**src/rtl/lcd_frame_writer.sv**
```systemverilog
// HD44780 character-frame engine: a ROWS x COLS text buffer written by the host, streamed
// row by row (dirty rows only) to the hd44780 driver over its cmd/vchr/busy handshake.
module lcd_frame_writer #(
  parameter int ROWS           = 4,
  parameter int COLS           = 20,
  parameter int POWERUP_CYCLES = 100_000_000,
  parameter int TIMEOUT_CYCLES = 1_000_000
) (
  input  logic                                     clk,
  input  logic                                     reset,
  input  logic                                     wr_en,
  input  logic [((ROWS > 1) ? $clog2(ROWS) : 1)-1:0] wr_row,
  input  logic [((COLS > 1) ? $clog2(COLS) : 1)-1:0] wr_col,
  input  logic [7:0]                               wr_char,
  output logic                                     ready,
  output logic                                     idle,
  output logic                                     err,
  output logic [1:0]                               lcd_cmd,
  output logic [8:0]                               lcd_vchr,
  input  logic                                     lcd_busy
);
  localparam int RW    = (ROWS > 1) ? $clog2(ROWS) : 1;
  localparam int CW    = (COLS > 1) ? $clog2(COLS) : 1;
  localparam int DEPTH = ROWS * COLS;
  localparam int AW    = (DEPTH > 1) ? $clog2(DEPTH) : 1;
  localparam int PW    = $clog2(POWERUP_CYCLES + 1);
  localparam int TW    = $clog2(TIMEOUT_CYCLES + 1);

  localparam logic [1:0] CMD_IDLE  = 2'd0;
  localparam logic [1:0] CMD_INIT  = 2'd1;
  localparam logic [1:0] CMD_WRITE = 2'd2;

  typedef enum logic [2:0] {S_CLEAR, S_POWERUP, S_SCAN, S_READ, S_LOAD, S_REQ, S_WAIT} state_t;
  typedef enum logic [1:0] {PH_INIT, PH_ADDR, PH_CHAR} phase_t;

  state_t          state_q;
  phase_t          phase_q;
  logic [RW-1:0]   row_q, last_q, pick_row;
  logic [CW-1:0]   col_q;
  logic [AW-1:0]   clr_q, wa, ra;
  logic [PW-1:0]   pwr_q;
  logic [TW-1:0]   tmo_q;
  logic [ROWS-1:0] dirty_q, dirty_d;
  logic            pick_vld, host_ok, we, pwr_done, tmo_done;
  logic [7:0]      wd, rd_data_q;
  logic [7:0]      mem [DEPTH];

  function automatic logic [6:0] row_base(input logic [RW-1:0] r);
    logic [1:0] r2;
    r2 = 2'(r);
    row_base = (r2[0] ? 7'h40 : 7'h00) + (r2[1] ? 7'(COLS) : 7'h00);
  endfunction

  assign host_ok  = wr_en & ready & (32'(wr_row) < ROWS) & (32'(wr_col) < COLS);
  assign pwr_done = (pwr_q >= PW'(POWERUP_CYCLES - 1));
  assign tmo_done = (tmo_q == TW'(TIMEOUT_CYCLES - 1));
  assign ra       = AW'(32'(row_q) * COLS + 32'(col_q));
  assign idle     = ready & ~|dirty_q & (state_q == S_SCAN) & (lcd_cmd == CMD_IDLE);

  always_comb begin
    we = 1'b0;
    wa = '0;
    wd = wr_char;
    if (state_q == S_CLEAR) begin
      we = 1'b1;
      wa = clr_q;
      wd = 8'h20;
    end else if (host_ok) begin
      we = 1'b1;
      wa = AW'(32'(wr_row) * COLS + 32'(wr_col));
    end
  end

  // Single-port write, single-port registered read: same-address collisions read the old byte.
  always_ff @(posedge clk) begin
    if (we) mem[wa] <= wd;
    rd_data_q <= mem[ra];
  end

  // Round-robin: the nearest dirty row after the last one picked wins.
  always_comb begin
    pick_vld = 1'b0;
    pick_row = '0;
    for (int k = ROWS; k >= 1; k--) begin
      if (dirty_q[(int'(last_q) + k) % ROWS]) begin
        pick_vld = 1'b1;
        pick_row = RW'((int'(last_q) + k) % ROWS);
      end
    end
  end

  // Host set is applied last so it beats the scan clear and covers a row mid-transfer.
  always_comb begin
    dirty_d = dirty_q;
    if (state_q == S_SCAN && pick_vld) dirty_d[pick_row] = 1'b0;
    if (state_q == S_REQ && !lcd_busy && tmo_done && phase_q != PH_INIT) dirty_d[row_q] = 1'b1;
    if (host_ok) dirty_d[wr_row] = 1'b1;
  end

  always_ff @(posedge clk) begin
    if (reset) begin
      state_q  <= S_CLEAR;
      phase_q  <= PH_INIT;
      row_q    <= '0;
      col_q    <= '0;
      clr_q    <= '0;
      pwr_q    <= '0;
      tmo_q    <= '0;
      last_q   <= RW'(ROWS - 1);
      dirty_q  <= '1;
      ready    <= 1'b0;
      err      <= 1'b0;
      lcd_cmd  <= CMD_IDLE;
      lcd_vchr <= '0;
    end else begin
      dirty_q <= dirty_d;
      if (!pwr_done) pwr_q <= pwr_q + 1'b1;
      case (state_q)
        S_CLEAR: begin
          clr_q <= clr_q + 1'b1;
          if (clr_q == AW'(DEPTH - 1)) state_q <= S_POWERUP;
        end
        S_POWERUP: begin
          if (pwr_done) begin
            lcd_cmd <= CMD_INIT;
            phase_q <= PH_INIT;
            tmo_q   <= '0;
            state_q <= S_REQ;
          end
        end
        S_SCAN: begin
          if (pick_vld) begin
            row_q    <= pick_row;
            last_q   <= pick_row;
            col_q    <= '0;
            lcd_vchr <= {2'b11, row_base(pick_row)};
            lcd_cmd  <= CMD_WRITE;
            phase_q  <= PH_ADDR;
            tmo_q    <= '0;
            state_q  <= S_REQ;
          end
        end
        S_READ: state_q <= S_LOAD;
        S_LOAD: begin
          lcd_vchr <= {1'b0, rd_data_q};
          lcd_cmd  <= CMD_WRITE;
          phase_q  <= PH_CHAR;
          tmo_q    <= '0;
          state_q  <= S_REQ;
        end
        S_REQ: begin
          if (lcd_busy) begin
            lcd_cmd <= CMD_IDLE;
            state_q <= S_WAIT;
          end else if (tmo_done) begin
            err     <= 1'b1;
            lcd_cmd <= CMD_IDLE;
            if (phase_q == PH_INIT) begin
              pwr_q   <= '0;
              state_q <= S_POWERUP;
            end else begin
              state_q <= S_SCAN;
            end
          end else begin
            tmo_q <= tmo_q + 1'b1;
          end
        end
        S_WAIT: begin
          if (!lcd_busy) begin
            if (phase_q == PH_INIT) begin
              ready   <= 1'b1;
              state_q <= S_SCAN;
            end else if (phase_q == PH_ADDR) begin
              state_q <= S_READ;
            end else if (col_q == CW'(COLS - 1)) begin
              state_q <= S_SCAN;
            end else begin
              col_q   <= col_q + 1'b1;
              state_q <= S_READ;
            end
          end
        end
        default: state_q <= S_CLEAR;
      endcase
    end
  end
endmodule

```
**config.mk**
```make
export PLATFORM = sky130hd
export DESIGN_NAME = lcd_frame_writer
export DESIGN_NICKNAME = d
export VERILOG_FILES = /design/src/rtl/lcd_frame_writer.sv
export SDC_FILE = /design/constraint.sdc
export NUM_CORES = 1
export LEC_CHECK = 0
export BUFFER_PORTS_ARGS = -buffer_cell sky130_fd_sc_hd__buf_2
export CORE_MARGIN = 2
export CORE_UTILIZATION = 68
export DETAILED_ROUTE_END_ITERATION = 16
export HOLD_SLACK_MARGIN = 0.1
export PLACE_DENSITY = 0.82
export SLEW_MARGIN = 20
export SYNTH_ARGS = -nofsm -noshare
export SYNTH_HDL_FRONTEND = slang
export SYNTH_SLANG_ARGS = --single-unit
export TNS_END_PERCENT = 1
```
**constraint.sdc**
```tcl
create_clock -name clk -period 5.3 [get_ports clk]
set_clock_uncertainty 0.05 [all_clocks]
set_input_delay 0.265 -clock clk [delete_from_list [all_inputs] [get_ports clk]]
set_output_delay 0.265 -clock clk [all_outputs]
set_load 0.01 [all_outputs]
```
# [Word-level counts from Yosys, hierarchy flattened]
# Memories as Yosys holds them, arrays and structs flattened. A register that Yosys moved wholly into a read port is not among the register bits.
# Index checks and enable logic that the tools add are counted.
[classes] eq_ne=20 n_addsub=11 n_lt_le_gt_ge=12 bitwise_logic=14 mux=75 n_reduce_logical=31 mul=2
[op_table] operator="$mux W27" n=5
[op_table] operator="$mux W20" n=4
[op_table] operator="$pmux W20 S4" n=1
[op_table] operator="$mux W5" n=6
[op_table] operator="$add A27 B1 Y27 const B" n=1
[op_table] operator="$ge A27 B27 Y1 const B" n=1
[op_table] operator="$mux W1" n=22
[op_table] operator="$mux W2" n=11
[op_table] operator="$add A7 B5 Y7" n=3
[op_table] operator="$mux W7" n=3
[op_table] operator="$pmux W3 S7" n=1
[op_table] operator="$add A20 B1 Y20 const B" n=1
[op_table] operator="$eq A20 B20 Y1 const B" n=1
[op_table] operator="$mux W3" n=6
[op_table] operator="$pmux W9 S2" n=1
[op_table] operator="$lt A3 B4 Y1 const B" n=4
[op_table] operator="$ne A2 B2 Y1 const B" n=8
[op_table] operator="$mux W4" n=3
[op_table] operator="$mul A2 B3 Y5 const B" n=2
[op_table] operator="$pmux W5 S2" n=1
[op_table] operator="$reduce_and A5 Y1" n=2
[op_table] operator="$eq A3 B3 Y1 const B" n=3
[op_table] operator="$lt A2 B3 Y1 const B" n=3
[op_table] operator="$mux W9" n=1
[op_table] operator="other kinds (37)" n=71
[word_totals] out_inout_bits=14 reg_bits=85 in_bits=19 ram_bits=640 mem_count=1 word_cells=179
[mem_list] name="mem" words=80 word_bits=8 rd=1 rd_ports_with_merged_regs=1 wr=1 line_no="46" text="logic [7:0] mem [DEPTH];"

# [Longest topological paths before layout]
# Gate-level depths: netlist of run 1.
[logic_depth] depth_word=21 ltp_mapped=10 mapped_depth_nobuf=9

# [Worst setup path after synthesis of run 1]
# OpenSTA, ideal clock, no wires.
[synth_timing] kind="register -> register" from="reg state_q[1]" to="mem mem[0][0] (data pin)" period_less_slack_ps=2647 slack_ps=2653 required_time_ps=4841 path_stages_with_launch=6 setup_time_ps=409 arrival_time_ps=2188 path_buffers=3 path_cell_list="dfxtp_1 buf_2 or3_1 clkbuf_1 clkbuf_1 and2_1"
[synth_between] elab_chain_cells=2
[synth_lines] item="start: declaration" line_no="36" text="state_t state_q;"
[synth_lines] item="start signal: assignment" line_no="102" text="state_q <= S_CLEAR;"
[synth_lines] item="start signal: assignment" line_no="121" text="if (clr_q == AW'(DEPTH - 1)) state_q <= S_POWERUP;"
[synth_lines] item="start signal: assignment" line_no="128" text="state_q <= S_REQ;"
[synth_lines] item="$logic_not A3 Y1" line_no="64" text="if (state_q == S_CLEAR) begin"
[synth_lines] item="$mux W8" line_no="64"
[synth_lines] item="via wd[0]" line_no="45" text="logic [7:0] wd, rd_data_q;"
[synth_lines] item="end: declaration" line_no="46"
# The timed path passes the listed nets, and every way through them passes these cells.

# [Final worst setup path of run 1]
[layout_timing] from="reg row_q[1]" to="reg rd_data_q[2] (read register of mem)"
[layout_between] elab_chain_cells=2
[layout_lines] item="start: declaration" line_no="38" text="logic [RW-1:0] row_q, last_q, pick_row;"
[layout_lines] item="start signal: assignment" line_no="133" text="row_q <= pick_row;"
[layout_lines] item="$mul A2 B3 Y5" line_no="57" text="assign ra = AW'(32'(row_q) * COLS + 32'(col_q));"
[layout_lines] item="$add A7 B5 Y7" line_no="57"
[layout_lines] item="end: declaration" line_no="45"
# Every way passes these cells.
# A chain may end at the register's enable or synchronous reset.

==> results of run 1 <==
-- flip-flops by register name (all words and copies together) (netlist names), 3 cells and up --
name,flops
lcd_vchr,9
clr_q,7
state_q,3
dirty_q,4
pwr_q,27
col_q,5
rd_data_q,8
tmo_q,20
mem,640
-- logic make-up after synthesis --
| kind of cell | synth area share (%) |
|---|---|
| xor gates and xnor gates | 0.702 |
| buffers and inverters | 1.75 |
| muxes | 14.8 |
| and+or+nand+nor | 6.57 |
| adders and majority gates | 0.555 |
| AOI/OAI and AO/OA | 4.84 |
| DFF | 70.8 |
-- metal layers --
| layer | vias up | wire length, um |
|---|---|---|
| li1 | 6912 | - |
| met1 | 8612 | 26900 |
| met2 | 1361 | 35700 |
| met3 | 249 | 8330 |
| met4 | 0 | 3080 |
| met5 | - | 0 |
-- report_power, final --
part           switching, uW  internal [uW]  total [uW]  leakage, uW
Clock                   2190           3100        5290      0.00117
Combinational           2050            661        2710      0.00245
Sequential               152           7200        7350      0.00661
Total                   4390          11000       15400       0.0102
-- final cells by class --
class,count,area (um2)
clock buffer,97,2030
clock inverter,34,403
fill,2271,10300
inverter,15,56.3
multi-input combinational,843,8220
sequential,733,21100
tap,585,732
timing repair buffer,56,375
-- metrics by stage --
step           utilization [%]  setup slack, ns  cells  power (uW)  cell area (um2)
2_1_floorplan                -             2.65   1685        8930            29800
3_3_place_gp              70.5             1.78   2228        9930            30400
3_5_place_dp              70.5             1.58   2228       10000            30400
4_1_cts                   76.2             1.43   2363       15300            32900
5_1_grt                   76.2             1.41   2363       15700            32900
6_report                  76.2             1.41   2363       15400            32900
-- synth_stat cells (16+ instances only) --
master	instances
dfxtp_1	93
xor2_1	17
edfxtp_1	640
nor2_1	148
mux4_2	185
clkbuf_1	44
nand4_1	25
buf_2	32
nand2b_1	16
o21ai_0	21
mux2i_1	16
nand2_1	83
a2111o_1	18
nand3_1	34
a21oi_1	49
-- worst max-delay path: stages (launching register included) --
cell      delay, ns
dfxtp_1        0.54
fa_4           1.38
nor2b_1        0.65
a22o_1         0.34
a221oi_1       0.09
a211oi_1       0.44
a21boi_1       0.28
-- worst min-delay path by stage --
stage,end
finish,phase_q[1]
global route,ready
CTS,ready
detailed placement,err
global placement,err
floorplan,dirty_q[1]
==> results.json, run 1 <==
{
  "finalSetupViolCount": 0,
  "synth_flop_cell": "edfxtp_1",
  "antenna_found_initial": 0,
  "start_kind": "register",
  "drtPass1Iterations": 6,
  "synthArstFlopShare_pct": 0,
  "synth_nets": 1716,
  "synth.ff_latch_count": 733,
  "grt_pass1_wl_um": 110000,
  "die_area_mm2": 0.0455,
  "drt_iter0_markers": 2781,
  "row_count": 76,
  "ys_seq_area_share_pct": 70.8,
  "critPathMaxFanout": 35,
  "grt_use_met1_pct": 47.3,
  "yosysWarnings": 0,
  "clock_latency_ns": 0.62,
  "mostFrequentLayoutCells": "edfxtp_1 (640), mux4_2 (185), nor2_1 (148)",
  "grt_usage_pct": 33.9,
  "rsz0062_at_grt": "false",
  "die_x_um": 213,
  "top_usage_layer": "met2",
  "yosysUniqueCellTypes": 75,
  "post_cts_resized": 0,
  "layout-drive-gt1-share_pct": 21.1,
  "grt_start_max_net_pins": 81,
  "cts_sinks": 733,
  "start_util_pct": 69.0,
  "grt_pass1_vias": 16694,
  "grt_overflow": 0,
  "wl_per_cell_um": 31.3,
  "outcome": "finished clean",
  "io_buffers": 32,
  "avgViaCountPerCell": 7.25,
  "criticalPathCategory": "register to register",
  "coreArea_mm2": 0.0432,
  "arrival_ns": 4.37,
  "yosys.area.top_type": "edfxtp_1",
  "htree_levels": 3,
  "finalCriticalPeriod_ns": 3.89,
  "crit_start": "row_q[1]",
  "synth.top_cell.area_share_pct": 64.5,
  "wl_um": 74000,
  "use_met3_pct": 7.78,
  "power_density_mw_per_mm2": 467,
  "cts_tree": "built",
  "die_y_um": 213,
  "ios": 33,
  "end_kind": "register",
  "maxSlewHeadroom_pct": 21.3,
  "synth_edf_count": 640,
  "crit_end": "rd_data_q[2]",
  "drc": 0,
  "r2r_end": "rd_data_q[2]",
  "layout.cells.most_common": "edfxtp_1",
  "dp_hpwl_um": 41700,
  "post_cts_buffers": 0,
  "finalMaxSlewViolations": 0,
  "cts_root_buf": "clkbuf_16",
  "diodes": 0,
  "max_cap_violations": 0,
  "ys_top_cells_by_area": "edfxtp_1 (65%), mux4_2 (14%), dfxtp_1 (6.3%)",
  "worst_pin_slew_ns": 1.18,
  "synth_area_mm2": 0.0298,
  "worstHoldPathType": "primary input to register",
  "postSynthAreaPerCell_um2": 17.7,
  "clock_path_buffers": 3,
  "hold_buffers": 4,
  "ant_nets": 0,
  "rrSetupSlack_ns": 1.41,
  "use_met2_pct": 53.7,
  "nNetsFinal": 1753,
  "min_from": "reset",
  "final_hold_viol_count": 0,
  "fmax_ghz": 0.257,
  "worstHoldPathCells": 3,
  "cp.required_ns": 5.78,
  "leakage_uw": 0.0102,
  "post-route-period-util_pct": 73.4,
  "hold_slack_ns": 0.152,
  "clkTransAtPathRegs_ns": 0.06,
  "synthCells": 1685,
  "via_count": 17134,
  "cts_made_buffers": 73,
  "peakVddDrop_mv": 0.551,
  "worst_r2r_path_depth": 6,
  "reg2reg_from": "row_q[1]",
  "place_congestion": 0.945,
  "area_growth_pct": 10.5,
  "final.setup.tns_ns": 0
}
(Power assumes the default switching activity.)
==> inputs of run 2 (changes only) <==
--- a/config.mk
+++ b/config.mk
@@ -5,12 +5,13 @@
 export SDC_FILE = /design/constraint.sdc
 export NUM_CORES = 1
 export LEC_CHECK = 0
+export ABC_AREA = 1
 export BUFFER_PORTS_ARGS = -buffer_cell sky130_fd_sc_hd__buf_2
 export CORE_MARGIN = 2
-export CORE_UTILIZATION = 68
+export CORE_UTILIZATION = 63
 export DETAILED_ROUTE_END_ITERATION = 16
 export HOLD_SLACK_MARGIN = 0.1
-export PLACE_DENSITY = 0.82
+export PLACE_DENSITY = 0.76
 export SLEW_MARGIN = 20
 export SYNTH_ARGS = -nofsm -noshare
 export SYNTH_HDL_FRONTEND = slang
==> constraint.sdc (replaced) <==
create_clock -name clk -period 4.1 [get_ports clk]
set_clock_uncertainty 0.05 [all_clocks]
set_input_delay 0.205 -clock clk [delete_from_list [all_inputs] [get_ports clk]]
set_output_delay 0.205 -clock clk [all_outputs]
set_load 0.01 [all_outputs]
==> run 2 against run 1 <==
- synthesized cell count is 77% higher
- global-route usage is 3.1 points lower
- sequential power is 30% higher
- critical path type unchanged
- critical endpoint is now mem[13][2]
- largest cell class unchanged
==> results.json, run 2 <==
{
  "final_hold_viol_count": 0,
  "power_uw": 23100,
  "post_cts_resized": 0,
  "largest_reg_flops": 640,
  "place_congestion": 0.935,
  "avgViaCountPerCell": 6.17,
  "critPathMaxFanout": 14,
  "path_cells": "nor2_2 -> nand2_2 -> inv_2 -> a22oi_2 -> inv_1 -> nand2_2 -> nor2_1",
  "arrival_ns": 3.29,
  "coreArea_mm2": 0.0499,
  "clkTransAtPathRegs_ns": 0.06,
  "reg2reg_from": "state_q[0]",
  "synth.top_cell.area_share_pct": 60.7,
  "area_growth_pct": 10.4,
  "drc": 0,
  "synth.ff_latch_count": 733,
  "cpLargestDelayFamily": "simple AND/OR/NAND/NOR gates",
  "ys_top_cells_by_area": "edfxtp_1 (61%), nor2_1 (6.4%), dfxtp_1 (5.9%)",
  "fin_util_pct": 70.1,
  "die_area_mm2": 0.0521,
  "cts_root_buf": "clkbuf_16",
  "worst_r2r_path_depth": 7,
  "crit_top_cell": "nand2_2",
  "outcome": "finished clean",
  "grt_pass1_wl_um": 124000,
  "drtPass1Iterations": 7,
  "ios": 33,
  "antenna_found_initial": 0,
  "wl_per_cell_um": 21.7,
  "rrSetupSlack_ns": 1.00,
  "ys_seq_area_share_pct": 66.6,
  "grt_overflow": 0,
  "multi_input_area_mm2": 0.00925,
  "row_count": 82,
  "synth_edf_count": 640,
  "synthCells": 2983,
  "layout.cells.most_common": "edfxtp_1",
  "io_buffers": 32,
  "worstHoldPathType": "primary input to register",
  "leakage_uw": 0.0121,
  "synth_area_mm2": 0.0317,
  "final-seq-area_mm2": 0.0211,
  "max_cap_violations": 0,
  "finalCriticalPeriod_ns": 3.10,
  "start_util_pct": 63.5,
  "maxSlewHeadroom_pct": 27.0,
  "dp_hpwl_um": 48000,
  "wl_um": 80400,
  "finalMaxSlewViolations": 0,
  "yosysUniqueCellTypes": 50,
  "nNetsFinal": 3009,
  "regMostFlops": "mem",
  "synthArstFlopShare_pct": 0,
  "post-route-period-util_pct": 75.5,
  "cp.required_ns": 4.30,
  "synth_flop_cell": "edfxtp_1",
  "cts_made_buffers": 74,
  "power_density_mw_per_mm2": 662,
  "layout-drive-gt1-share_pct": 8.17,
  "cts_tree": "built",
  "top_regs": "mem (640), pwr_q (27), tmo_q (20)",
  "cts_sinks": 733,
  "diodes": 0,
  "mostFrequentLayoutCells": "edfxtp_1 (640), nor2_1 (534), nand2_1 (490)",
  "grt_pass1_vias": 21723,
  "yosysWarnings": 0,
  "die_x_um": 228,
  "worstHoldPathCells": 3,
  "synthTopCellsByCount": "edfxtp_1 (640), nor2_1 (541), nand2_1 (490), nand3_1 (312), o21ai_0 (183)",
  "rsz0062_at_grt": "false",
  "yosys.area.top_type": "edfxtp_1",
  "ant_nets": 0,
  "clock_path_buffers": 3,
  "grt_start_max_net_pins": 115,
  "end_kind": "register",
  "postSynthAreaPerCell_um2": 10.6,
  "synth_nets": 3014,
  "min_from": "wr_char[7]",
  "worst_pin_slew_ns": 1.09,
  "peakVddDrop_mv": 0.634,
  "clock_latency_ns": 0.62,
  "yosys.cell_count.top_type": "edfxtp_1",
  "crit_buf_inv": 2,
  "hold_end": "mem[59][7]",
  "r2r_end": "mem[13][2]",
  "worst_path_max_delay_cell": "nor2_1",
  "die_y_um": 228,
  "nFillCells": 3507,
  "criticalPathCategory": "register to register",
  "finalSetupViolCount": 0,
  "via_count": 22874,
  "drt_iter0_markers": 3322,
  "cp_slowest_stage_delay_ns": 0.67,
  "fmax_ghz": 0.323,
  "start_kind": "register",
  "htree_levels": 3,
  "grt_usage_pct": 30.8,
  "final.setup.tns_ns": 0
}
-- run 2: cell types whose count changed in the layout (fill, tap and decap cells not counted), sizes merged, moves of 130 or more --
cell / delta
mux4: -185
nor2: +401
nand3: +284
nand2: +421
inv: +130
o21ai: +219
-- run 2: metrics by stage --
stage                     std cells  setup WS, ns  instance area [um2]  hold slack, ns
after floorplan                2983         0.764                31700           0.345
after global placement         3564          1.12                32300           0.387
after detailed placement       3564          1.04                32300           0.392
after CTS                      3709          1.05                35000           0.122
after global routing           3709         0.847                35000           0.138
final                          3709          1.00                35000           0.148
-- run 2: what timing repair did --
item | 4_1_cts | 5_1_grt
hold buffers | 10 | 0
endpoints found under the hold margin | 39 | 0
setup buffers | 0 | 0
-- run 2: cells by family after synthesis --
| family | share of synthesized area [%] |
|---|---|
| adder cells (fa/ha/maj) | 0.521 |
| AO/OA/AOI/OAI | 8.41 |
| buffers and inverters | 4.43 |
| flip-flops | 66.6 |
| XOR/XNOR | 0.853 |
| AND/OR/NAND/NOR | 19.2 |
-- run 2: worst min-delay path, stage by stage --
cell    delay [ns]
buf_2         0.10
inv_1         0.10
nor2_4        0.19
-- run 2: worst max-delay path by stage --
stage	start	slack, ns	to	depth (start not counted)
global route	state_q[0]	0.85	mem[49][3]	7
global placement	wr_row[0]	1.12	mem[40][1]	9
finish	state_q[0]	1.00	mem[13][2]	7
floorplan	state_q[2]	0.76	mem[0][0]	5
CTS	state_q[0]	1.05	mem[13][2]	7
detailed placement	wr_row[0]	1.04	mem[71][3]	11
-- run 2: layer usage --
metal  part of all wire [%]  vias to the layer above  GRT usage [%]
met5                      0                        -              0
met4                    4.1                        0           13.0
met3                     11                      222           6.16
met2                     46                     1402           47.6
met1                     39                    10817           43.2
li1                       -                    10433              -
-- run 2: where the power goes --
part / leakage [uW] / switching [uW] / total (uW) / internal, uW
Combinational: 0.00426 / 4900 / 6450 / 1550
Sequential: 0.00659 / 244 / 9590 / 9340
Clock: 0.00125 / 2860 / 7090 / 4230
-- run 2: layout make-up --
| type | instances | share of cell area, % |
|---|---|---|
| clock inverters | 48 | 1.71 |
| clock buffers | 87 | 5.65 |
| inverters | 146 | 1.60 |
| flip-flops and latches | 733 | 60.3 |
| repair buffers | 80 | 1.85 |
| well taps | 672 | 2.41 |
| multi-input cells | 1943 | 26.5 |
